File: src/rtl/io_ports.sv
// CPU IN/OUT responder: TX/RX byte FIFOs, status/control register, GPIO latch, level IRQ.
// FIFO storage is read combinationally so the CPU sees read data in the same cycle.
module io_ports #(
  parameter int DEPTH = 4,
  parameter int AW    = 2
) (
  input  logic       clk,
  input  logic       reset,
  input  logic [1:0] io_addr,
  input  logic       io_we,
  input  logic       io_re,
  input  logic [7:0] io_wdata,
  output logic [7:0] io_rdata,
  output logic [7:0] tx_data,
  output logic       tx_valid,
  input  logic       tx_ready,
  input  logic [7:0] rx_data,
  input  logic       rx_valid,
  output logic       rx_ready,
  input  logic [7:0] gpio_in,
  output logic [7:0] gpio_out,
  output logic       irq
);

  localparam logic [AW:0] FULL_CNT = (AW+1)'(DEPTH);

  logic [7:0]  r_tx_mem [DEPTH];
  logic [7:0]  r_rx_mem [DEPTH];
  logic [AW-1:0] r_tx_wr, r_tx_rd, r_rx_wr, r_rx_rd;
  logic [AW:0] r_tx_cnt, r_rx_cnt;
  logic        r_ie_rx, r_ie_tx, r_txovf, r_rxunf;
  logic [7:0]  r_gpio;

  logic w_tx_full, w_tx_empty, w_rx_full, w_rx_empty;
  logic w_tx_req, w_tx_push, w_tx_pop, w_txovf_set;
  logic w_rx_rd, w_rx_push, w_rx_pop, w_rxunf_set;
  logic w_ctrl_we, w_gpio_we;
  logic [7:0] w_status;

  assign w_tx_full  = (r_tx_cnt == FULL_CNT);
  assign w_tx_empty = (r_tx_cnt == '0);
  assign w_rx_full  = (r_rx_cnt == FULL_CNT);
  assign w_rx_empty = (r_rx_cnt == '0);

  assign tx_valid = !w_tx_empty;
  assign tx_data  = r_tx_mem[r_tx_rd];
  assign rx_ready = !w_rx_full;
  assign gpio_out = r_gpio;
  assign irq      = (r_ie_rx && !w_rx_empty) || (r_ie_tx && w_tx_empty);

  // A full TX FIFO still accepts a write when the sink drains an entry on the same edge.
  assign w_tx_pop    = tx_valid && tx_ready;
  assign w_tx_req    = io_we && (io_addr == 2'd0);
  assign w_tx_push   = w_tx_req && (!w_tx_full || w_tx_pop);
  assign w_txovf_set = w_tx_req && !w_tx_push;

  assign w_rx_push   = rx_valid && rx_ready;
  assign w_rx_rd     = io_re && (io_addr == 2'd1);
  assign w_rx_pop    = w_rx_rd && !w_rx_empty;
  assign w_rxunf_set = w_rx_rd && w_rx_empty;

  assign w_ctrl_we = io_we && (io_addr == 2'd2);
  assign w_gpio_we = io_we && (io_addr == 2'd3);

  assign w_status = {irq, r_ie_rx, r_rxunf, r_txovf, w_rx_full, w_rx_empty, w_tx_empty, w_tx_full};

  always_comb begin
    io_rdata = 8'h00;
    if (io_re) begin
      case (io_addr)
        2'd1:    if (!w_rx_empty) io_rdata = r_rx_mem[r_rx_rd];
        2'd2:    io_rdata = w_status;
        2'd3:    io_rdata = gpio_in;
        default: io_rdata = 8'h00;
      endcase
    end
  end

  always_ff @(posedge clk) begin
    if (w_tx_push) r_tx_mem[r_tx_wr] <= io_wdata;
    if (w_rx_push) r_rx_mem[r_rx_wr] <= rx_data;
  end

  always_ff @(posedge clk) begin
    if (reset) begin
      r_tx_wr  <= '0;
      r_tx_rd  <= '0;
      r_tx_cnt <= '0;
      r_rx_wr  <= '0;
      r_rx_rd  <= '0;
      r_rx_cnt <= '0;
      r_ie_rx  <= 1'b0;
      r_ie_tx  <= 1'b0;
      r_txovf  <= 1'b0;
      r_rxunf  <= 1'b0;
      r_gpio   <= 8'h00;
    end else begin
      if (w_tx_push) r_tx_wr <= r_tx_wr + 1'b1;
      if (w_tx_pop)  r_tx_rd <= r_tx_rd + 1'b1;
      case ({w_tx_push, w_tx_pop})
        2'b10:   r_tx_cnt <= r_tx_cnt + 1'b1;
        2'b01:   r_tx_cnt <= r_tx_cnt - 1'b1;
        default: r_tx_cnt <= r_tx_cnt;
      endcase

      if (w_rx_push) r_rx_wr <= r_rx_wr + 1'b1;
      if (w_rx_pop)  r_rx_rd <= r_rx_rd + 1'b1;
      case ({w_rx_push, w_rx_pop})
        2'b10:   r_rx_cnt <= r_rx_cnt + 1'b1;
        2'b01:   r_rx_cnt <= r_rx_cnt - 1'b1;
        default: r_rx_cnt <= r_rx_cnt;
      endcase

      if (w_ctrl_we) begin
        r_ie_rx <= io_wdata[0];
        r_ie_tx <= io_wdata[1];
      end
      // Setting a sticky flag overrides a write-1-to-clear on the same edge.
      r_txovf <= w_txovf_set | (r_txovf & ~(w_ctrl_we & io_wdata[4]));
      r_rxunf <= w_rxunf_set | (r_rxunf & ~(w_ctrl_we & io_wdata[5]));

      if (w_gpio_we) r_gpio <= io_wdata;
    end
  end

endmodule

File: config.mk
export PLATFORM = sky130hd
export DESIGN_NAME = io_ports
export DESIGN_NICKNAME = d
export VERILOG_FILES = /design/src/rtl/io_ports.sv
export SDC_FILE = /design/constraint.sdc
export NUM_CORES = 1
export LEC_CHECK = 0
export ABC_AREA = 1
export BUFFER_PORTS_ARGS = -buffer_cell sky130_fd_sc_hd__clkbuf_2
export CAP_MARGIN = 20
export CELL_PAD_IN_SITES_DETAIL_PLACEMENT = 1
export CELL_PAD_IN_SITES_GLOBAL_PLACEMENT = 1
export CORE_AREA = 3 3 96 98
export DETAILED_ROUTE_END_ITERATION = 16
export DIE_AREA = 0 0 99 101
export GPL_TIMING_DRIVEN = 0
export HOLD_SLACK_MARGIN = 0.02
export MAX_ROUTING_LAYER = met4
export PLACE_DENSITY = 0.82
export RECOVER_POWER = 25
export SETUP_SLACK_MARGIN = 0.5
export SYNTH_ARGS = -nofsm -noshare
export SYNTH_HDL_FRONTEND = slang
export SYNTH_SLANG_ARGS = --single-unit
File: constraint.sdc
create_clock -name clk -period 5.7 [get_ports clk]
set_input_delay 0.285 -clock clk [delete_from_list [all_inputs] [get_ports clk]]
set_output_delay 0.285 -clock clk [all_outputs]
set_load 0.005 [all_outputs]
==> impl_metrics.py, run 1 <==
metrics = {
    "status": {
        "status": "finished, final reports clean",
    },
    "synth": {
        "synth_cells": 380,
        "synth_edf_count": 64,
        "synth_seq_cells": 94,
        "synth_fa_ha_area_frac": 0.0380,
        "syn_nets": 423,
        "yosysWarnings": 0,
        "synthArstFlopShare": 0,
        "syn_area_sq_mm": 0.00401,
        "yosys.area_share.simple": 0.140,
        "synth_top_family_by_area": "simple AND/OR/NAND/NOR gates",
        "synthMuxAreaShare": 0,
        "synth_xor_area_frac": 0.00218,
        "synth.distinct_cells": 30,
        "synth_flop_cell": "edfxtp_1",
        "synth_compound_area_frac": 0.139,
        "yosysSeqAreaShare": 0.629,
        "synth.avg_cell_area_sq_um": 10.6,
    },
    "setup_path": {
        "reg2reg_from": "r_rx_cnt[1]",
        "critical_path_class": "flop to output pin",
        "worstPathCellList": "buf_4, buf_2, o21ai_0, o21ai_0, a21oi_1, nor2_1, clkbuf_2",
        "crit_path_top_delay_cell": "dfxtp_1",
        "cp_max_fo": 10,
        "max_stage_delay_ns": 0.33,
        "reg2reg_depth": 11,
        "r2r_end": "r_rx_cnt[2]",
        "critPathCaptureType": "output pin",
        "cp.required_ns": 5.41,
        "critPathLaunchType": "flop",
        "rrSetupSlack_ns": 3.56,
        "crit_path_frequent_cell": "o21ai_0",
        "cp.arrival_ns": 1.90,
    },
    "finish": {
        "seq_area_sq_mm": 0.00252,
        "multi_input_area_sq_mm": 0.00128,
        "antenna_cells": 0,
        "area_growth_pct": 15.2,
        "fin_area_sq_mm": 0.00462,
        "fill_cells": 972,
        "nets": 492,
        "drive_gt1_frac": 0.198,
    },
    "clocking": {
        "ctsResizeCount": 0,
        "cts.clk_slew.worst_paths_ns": 0.09,
        "cts_root_buffer": "clkbuf_8",
        "post_cts_buffers": 0,
        "cts_hold_buf": 0,
        "clockBufferDepth": 2,
        "htree_levels": 3,
        "cts_sinks": 94,
        "cts_tree": "built",
        "cts_made_buffers": 9,
        "clk_latency_ns": 0.36,
    },
    "timing": {
        "final_hold_viol_count": 0,
        "timing.fmax_mhz": 457,
        "fin_worst_skew_ns": 0.00909,
        "holdWs_ns": 0.166,
        "setup_viol": 0,
        "relSlewSlack": 0.440,
        "rsz0062_at_grt": "no",
        "finalCritPeriodShare": 0.384,
        "slew_viol_final": 0,
        "fin_setup_tns_ns": 0,
        "worst_slew_pin_slew_ns": 0.837,
        "fin_crit_ns": 2.19,
    },
    "global_routing": {
        "met2_usage": 0.366,
        "grt_pass1_vias": 3224,
        "grt_pass1_wl_um": 16000,
        "use_met3": 0.0291,
        "use_met1": 0.260,
        "busiest_layer": "met2",
        "grt_max_degree": 17,
        "antenna_found_initial": 0,
        "grt.total_usage": 0.215,
        "grt_overflow": 0,
    },
    "drt": {
        "drt_wl_total_um": 10100,
        "wire_per_inst_um": 18.0,
        "drtIter0Drc": 147,
        "postRouteAntennaNets": 0,
        "firstDrtPassIters": 4,
        "drc_errors": 0,
        "via_per_inst": 5.34,
        "vias": 2999,
    },
    "floorplan": {
        "chipHeight_um": 101,
        "core-area_sq_mm": 0.00855,
        "ios": 59,
        "num_rows": 34,
        "die_x_um": 99,
        "start_util": 0.469,
        "die_area_sq_mm": 0.0100,
    },
    "hold_path": {
        "min_path_cells": 2,
        "hold_path.class": "input pin to flop",
        "min_to": "gpio_out[7]",
        "hold_start": "reset",
    },
    "flow_run": {
        "drv_cap": 0,
    },
    "power_and_ir_drop": {
        "ir_worst_vdd_uv": 122,
        "p_int_mw": 1.08,
        "p_seq_frac": 0.516,
        "p_leak_nw": 1.74,
        "clkPwrFrac": 0.299,
        "swShare": 0.296,
        "comb_power_share": 0.185,
        "switchingPower_mw": 0.453,
        "finalPower_mw": 1.53,
        "power_density_mw_per_mm2": 331,
    },
    "placement": {
        "placed_area_sq_mm": 0.00444,
        "gp_congestion": 0.817,
        "portBuffers": 58,
        "hpwl_um": 7500,
    },
}
[power groups by stage]
stage	combinational [mW]	sequential, mW	clock, mW
global placement	0.271	0.803	0
detailed placement	0.288	0.806	0
finish	0.284	0.790	0.458
CTS	0.289	0.790	0.460
floorplan	0.180	0.798	0
global route	0.323	0.795	0.488
[stage by stage]
| stage | worst slack (ns) | cells | util |
|---|---|---|---|
| finish | 3.51 | 562 | 0.541 |
| global route | 3.33 | 562 | 0.541 |
| CTS | 3.51 | 562 | 0.542 |
| detailed placement | 3.57 | 546 | 0.519 |
| global placement | 3.66 | 546 | 0.519 |
| floorplan | 3.86 | 380 | - |
[worst max-delay path: cells and delay by family, from the launching register on]
family | cells | cell delay (ns)
buf+inv | 3 | 0.54
compound gates | 3 | 0.54
flops | 1 | 0.33
simple gates | 1 | 0.13
[cell families (layout without fill, tap and decap cells)]
| group | count (synthesis) | in the layout |
|---|---|---|
| flip-flops | 94 | 94 |
| adder cells (fa/ha/maj) | 11 | 11 |
| AO/OA/AOI/OAI | 102 | 102 |
| XOR/XNOR | 1 | 1 |
| AND/OR/NAND/NOR | 122 | 122 |
| buffers and inverters | 50 | 124 |
[synth_stat cells (3+ instances only)]
| library cell | number | share of area |
|---|---|---|
| ha_1 | 9 | 0.028 |
| dfxtp_1 | 30 | 0.15 |
| buf_2 | 5 | 0.0062 |
| o21ai_0 | 46 | 0.057 |
| o22ai_1 | 12 | 0.019 |
| nand3_1 | 19 | 0.024 |
| nand2_2 | 5 | 0.0078 |
| a22oi_1 | 3 | 0.0056 |
| inv_1 | 34 | 0.032 |
| nor2_4 | 5 | 0.014 |
| a21oi_1 | 35 | 0.044 |
| inv_2 | 5 | 0.0047 |
| nand2_1 | 33 | 0.031 |
| nor2_1 | 54 | 0.051 |
| edfxtp_1 | 64 | 0.48 |
[final cells by class]
| cell class | count | share of cell area |
|---|---|---|
| plain buffers | 10 | 0.0127 |
| clock buffers | 11 | 0.0306 |
| clock inverters | 5 | 0.0127 |
| inverters | 40 | 0.0325 |
| multi-input cells | 236 | 0.277 |
| flip-flops and latches | 94 | 0.546 |
| well taps | 108 | 0.0292 |
| repair buffers | 58 | 0.0593 |
[registers in the layout (all words and copies together), names as in the netlist, named ones only]
signal and cells:
r_tx_mem 32, r_ie_tx 1, r_rxunf 1, gpio_out 8
r_rx_wr 2, r_ie_rx 1, r_tx_wr 2, r_tx_cnt 3
r_rx_cnt 3, r_txovf 1, r_rx_mem 32, r_tx_rd 2
r_rx_rd 2
[layout by cell type (no fill, tap or decap), drive strengths merged]
master	count
clkinvlp	2
ha	9
nand3	20
nand4	2
buf	8
nor2	60
o21ai	49
o22ai	12
edfxtp	64
a22o	2
bufinv	1
a21oi	36
fa	2
xor2	1
nand2	40
a22oi	3
dfxtp	30
inv	40
clkinv	2
clkbuf	71
[worst max path at each step]
stage | end | start | cells past startpoint | slack (ns)
3_5_place_dp | r_rx_cnt[2] | io_addr[0] | 12 | 3.57
6_report | io_rdata[5] | flop | 7 | 3.51
4_1_cts | io_rdata[5] | flop | 7 | 3.51
2_1_floorplan | r_rx_cnt[2] | r_rx_cnt[1] | 11 | 3.86
3_3_place_gp | r_rx_cnt[2] | io_addr[0] | 12 | 3.66
5_1_grt | io_rdata[5] | flop | 7 | 3.33
[metal layers]
| layer | wire (um) | part of all wire | vias to the layer above |
|---|---|---|---|
| li1 | - | - | 1451 |
| met1 | 4500 | 0.44 | 1463 |
| met2 | 5160 | 0.51 | 71 |
| met3 | 292 | 0.029 | 14 |
| met4 | 169 | 0.017 | 0 |
| met5 | 0 | 0 | - |
No activity file was read; power rests on OpenSTA's default activity.
==> inputs of run 2 (changes only) <==
--- a/config.mk
+++ b/config.mk
@@ -10,13 +10,13 @@
 export CAP_MARGIN = 20
 export CELL_PAD_IN_SITES_DETAIL_PLACEMENT = 1
 export CELL_PAD_IN_SITES_GLOBAL_PLACEMENT = 1
-export CORE_AREA = 3 3 96 98
+export CORE_AREA = 3 3 105 107
 export DETAILED_ROUTE_END_ITERATION = 16
-export DIE_AREA = 0 0 99 101
+export DIE_AREA = 0 0 108 110
 export GPL_TIMING_DRIVEN = 0
 export HOLD_SLACK_MARGIN = 0.02
 export MAX_ROUTING_LAYER = met4
-export PLACE_DENSITY = 0.82
+export PLACE_DENSITY = 0.73
 export RECOVER_POWER = 25
 export SETUP_SLACK_MARGIN = 0.5
 export SYNTH_ARGS = -nofsm -noshare
==> constraint.sdc (replaced) <==
create_clock -name clk -period 1.8 [get_ports clk]
set_input_delay 0.09 -clock clk [delete_from_list [all_inputs] [get_ports clk]]
set_output_delay 0.09 -clock clk [all_outputs]
set_load 0.005 [all_outputs]
==> run 2 against run 1 <==
Compared with the run above:
- design area is 27% higher
- final cell count grew 16%
- flip-flop and latch count unchanged
- register-to-register slack got worse by 3.5 ns
- global-route usage fell by 0.59 points
- critical path depth is 4 higher
- utilization increased by 3.4 points
- power increased to 3.8 times the previous value
- critical path type is now flop to flop
- sequential share of layout area fell by 11 points
- clock skew up 0.0046 ns
- setup slack got worse by 3.5 ns
- first-iteration DRC count grew 58%
- largest cell class unchanged
==> impl_metrics.py, run 2 (synthesis results as in run 1) <==
metrics = {
    "status": {
        "status": "finished, final reports clean",
    },
    "setup_path": {
        "critical_path_class": "flop to flop",
        "critPathLaunchType": "flop",
        "worstPathCellList": "inv_2, nand3_4, inv_4, nor2_4, ha_4, inv_2, fa_2, a21oi_2, o21ai_2, o21ai_1, a21oi_1",
        "path_buf_inv": 3,
        "max_stage_delay_ns": 0.37,
        "crit_path_frequent_cell": "inv_2",
        "cp.arrival_ns": 2.03,
        "cp.required_ns": 2.06,
        "crit_path_top_delay_cell": "dfxtp_2",
        "critPathCaptureType": "flop",
        "cp_top_family": "adder cells",
        "cp_max_fo": 3,
    },
    "clocking": {
        "cts_sinks": 94,
        "clk_latency_ns": 0.37,
        "cts_tree": "built",
        "clockBufferDepth": 2,
        "cts.clk_slew.worst_paths_ns": 0.09,
        "cts_root_buffer": "clkbuf_8",
        "htree_levels": 3,
        "cts_made_buffers": 9,
    },
    "timing": {
        "slew_viol_final": 0,
        "setup_slack_ns": 0.0219,
        "rsz0062_at_grt": "yes",
        "fin_setup_tns_ns": 0,
        "worst_slew_pin_slew_ns": 0.614,
        "fin_crit_ns": 1.78,
        "relSlewSlack": 0.591,
        "final_hold_viol_count": 0,
        "fin_worst_skew_ns": 0.0137,
        "setup_viol": 0,
        "timing.fmax_mhz": 562,
        "finalCritPeriodShare": 0.988,
    },
    "power_and_ir_drop": {
        "ir_worst_vdd_uv": 552,
        "swShare": 0.318,
        "comb_power_share": 0.320,
        "p_int_mw": 4.01,
        "switchingPower_mw": 1.86,
        "p_seq_frac": 0.436,
        "p_leak_nw": 2.19,
        "clkPwrFrac": 0.244,
        "power_density_mw_per_mm2": 999,
    },
    "floorplan": {
        "ios": 59,
        "num_rows": 37,
        "die_x_um": 108,
        "chipHeight_um": 110,
        "start_util": 0.392,
        "core-area_sq_mm": 0.0102,
        "die_area_sq_mm": 0.0119,
    },
    "drt": {
        "drc_errors": 0,
        "postRouteAntennaNets": 0,
        "drtIter0Drc": 232,
        "vias": 3342,
        "drt_wl_total_um": 12500,
        "wire_per_inst_um": 19.3,
        "firstDrtPassIters": 4,
        "via_per_inst": 5.14,
    },
    "placement": {
        "hpwl_um": 7340,
        "portBuffers": 58,
        "gp_congestion": 0.797,
        "pre_cts_slack_ns": -0.0649,
    },
    "finish": {
        "fill_cells": 1107,
        "drive_gt1_frac": 0.430,
        "seq_area_sq_mm": 0.00254,
        "multi_input_area_sq_mm": 0.00171,
        "area_growth_pct": 46.4,
        "nets": 552,
        "antenna_cells": 0,
        "layout_commonest_cell": "edfxtp_1",
        "layout_common_cells": "edfxtp_1 (64), clkbuf_2 (32), nand2_1 (29)",
    },
    "global_routing": {
        "antenna_found_initial": 0,
        "grt_pass1_wl_um": 18100,
        "grt_pass1_vias": 3488,
        "grt_max_degree": 17,
        "grt.total_usage": 0.209,
        "grt_overflow": 0,
    },
    "hold_path": {
        "hold_path.class": "input pin to flop",
    },
    "flow_run": {
        "drv_cap": 0,
    },
}
## run 2: metrics by stage
step           cells  hold WS, ns  area, sq um   util  power, mW
2_1_floorplan    380        0.159         4060      -       3.13
3_3_place_gp     574        0.303         4520  0.442       3.46
3_5_place_dp     574        0.313         4520  0.442       3.51
4_1_cts          641       0.0651         5600  0.547       5.54
5_1_grt          650       0.0884         5870  0.574       6.13
6_report         650       0.0897         5870  0.574       5.87
## run 2: power groups by stage
stage | Sequential (mW) | Combinational [mW] | Clock [mW]
final | 2.56 | 1.88 | 1.43
after global routing | 2.57 | 2.03 | 1.53
after CTS | 2.54 | 1.55 | 1.45
after floorplan | 2.53 | 0.601 | 0
after detailed placement | 2.56 | 0.951 | 0
after global placement | 2.55 | 0.904 | 0
## run 2: cell type report
class                   instances  area share
flip-flops and latches         94       0.433
multi-input cells             236       0.291
repair buffers                118       0.165
inverters                      40      0.0307
well taps                     136      0.0290
clock buffers                   9      0.0211
plain buffers                  10      0.0181
clock inverters                 7      0.0124
## run 2: tightest hold or removal path: stages
cell	delay, ns
clkbuf_2	0.13
nand3_1	0.12
a21oi_1	0.06
## run 2: final timing paths
check / slack [ns] / startpoint / endpoint / cells past startpoint
min reg2reg: 0.47 / gpio_out[2] / gpio_out[2] / 2
max: 0.02 / r_rx_cnt[2] / r_rx_cnt[2] / 11
max reg2reg: 0.02 / r_rx_cnt[2] / r_rx_cnt[2] / 11
min: 0.09 / io_re / r_rxunf / 3
## run 2: per-layer routing
| layer | vias up | global-route usage | share of wire |
|---|---|---|---|
| met5 | - | - | 0 |
| met2 | 84 | 0.368 | 0.53 |
| li1 | 1586 | - | - |
| met3 | 17 | 0.0297 | 0.030 |
| met4 | 0 | 0.0803 | 0.017 |
| met1 | 1655 | 0.243 | 0.42 |
## run 2: repair_timing
action,CTS,global route
hold buffers,17,0
setup endpoints to repair,86,68
resized for setup,110,79
pin swaps,29,23
cloned,3,1
buffers inserted,31,8
endpoints found under the hold margin,67,0
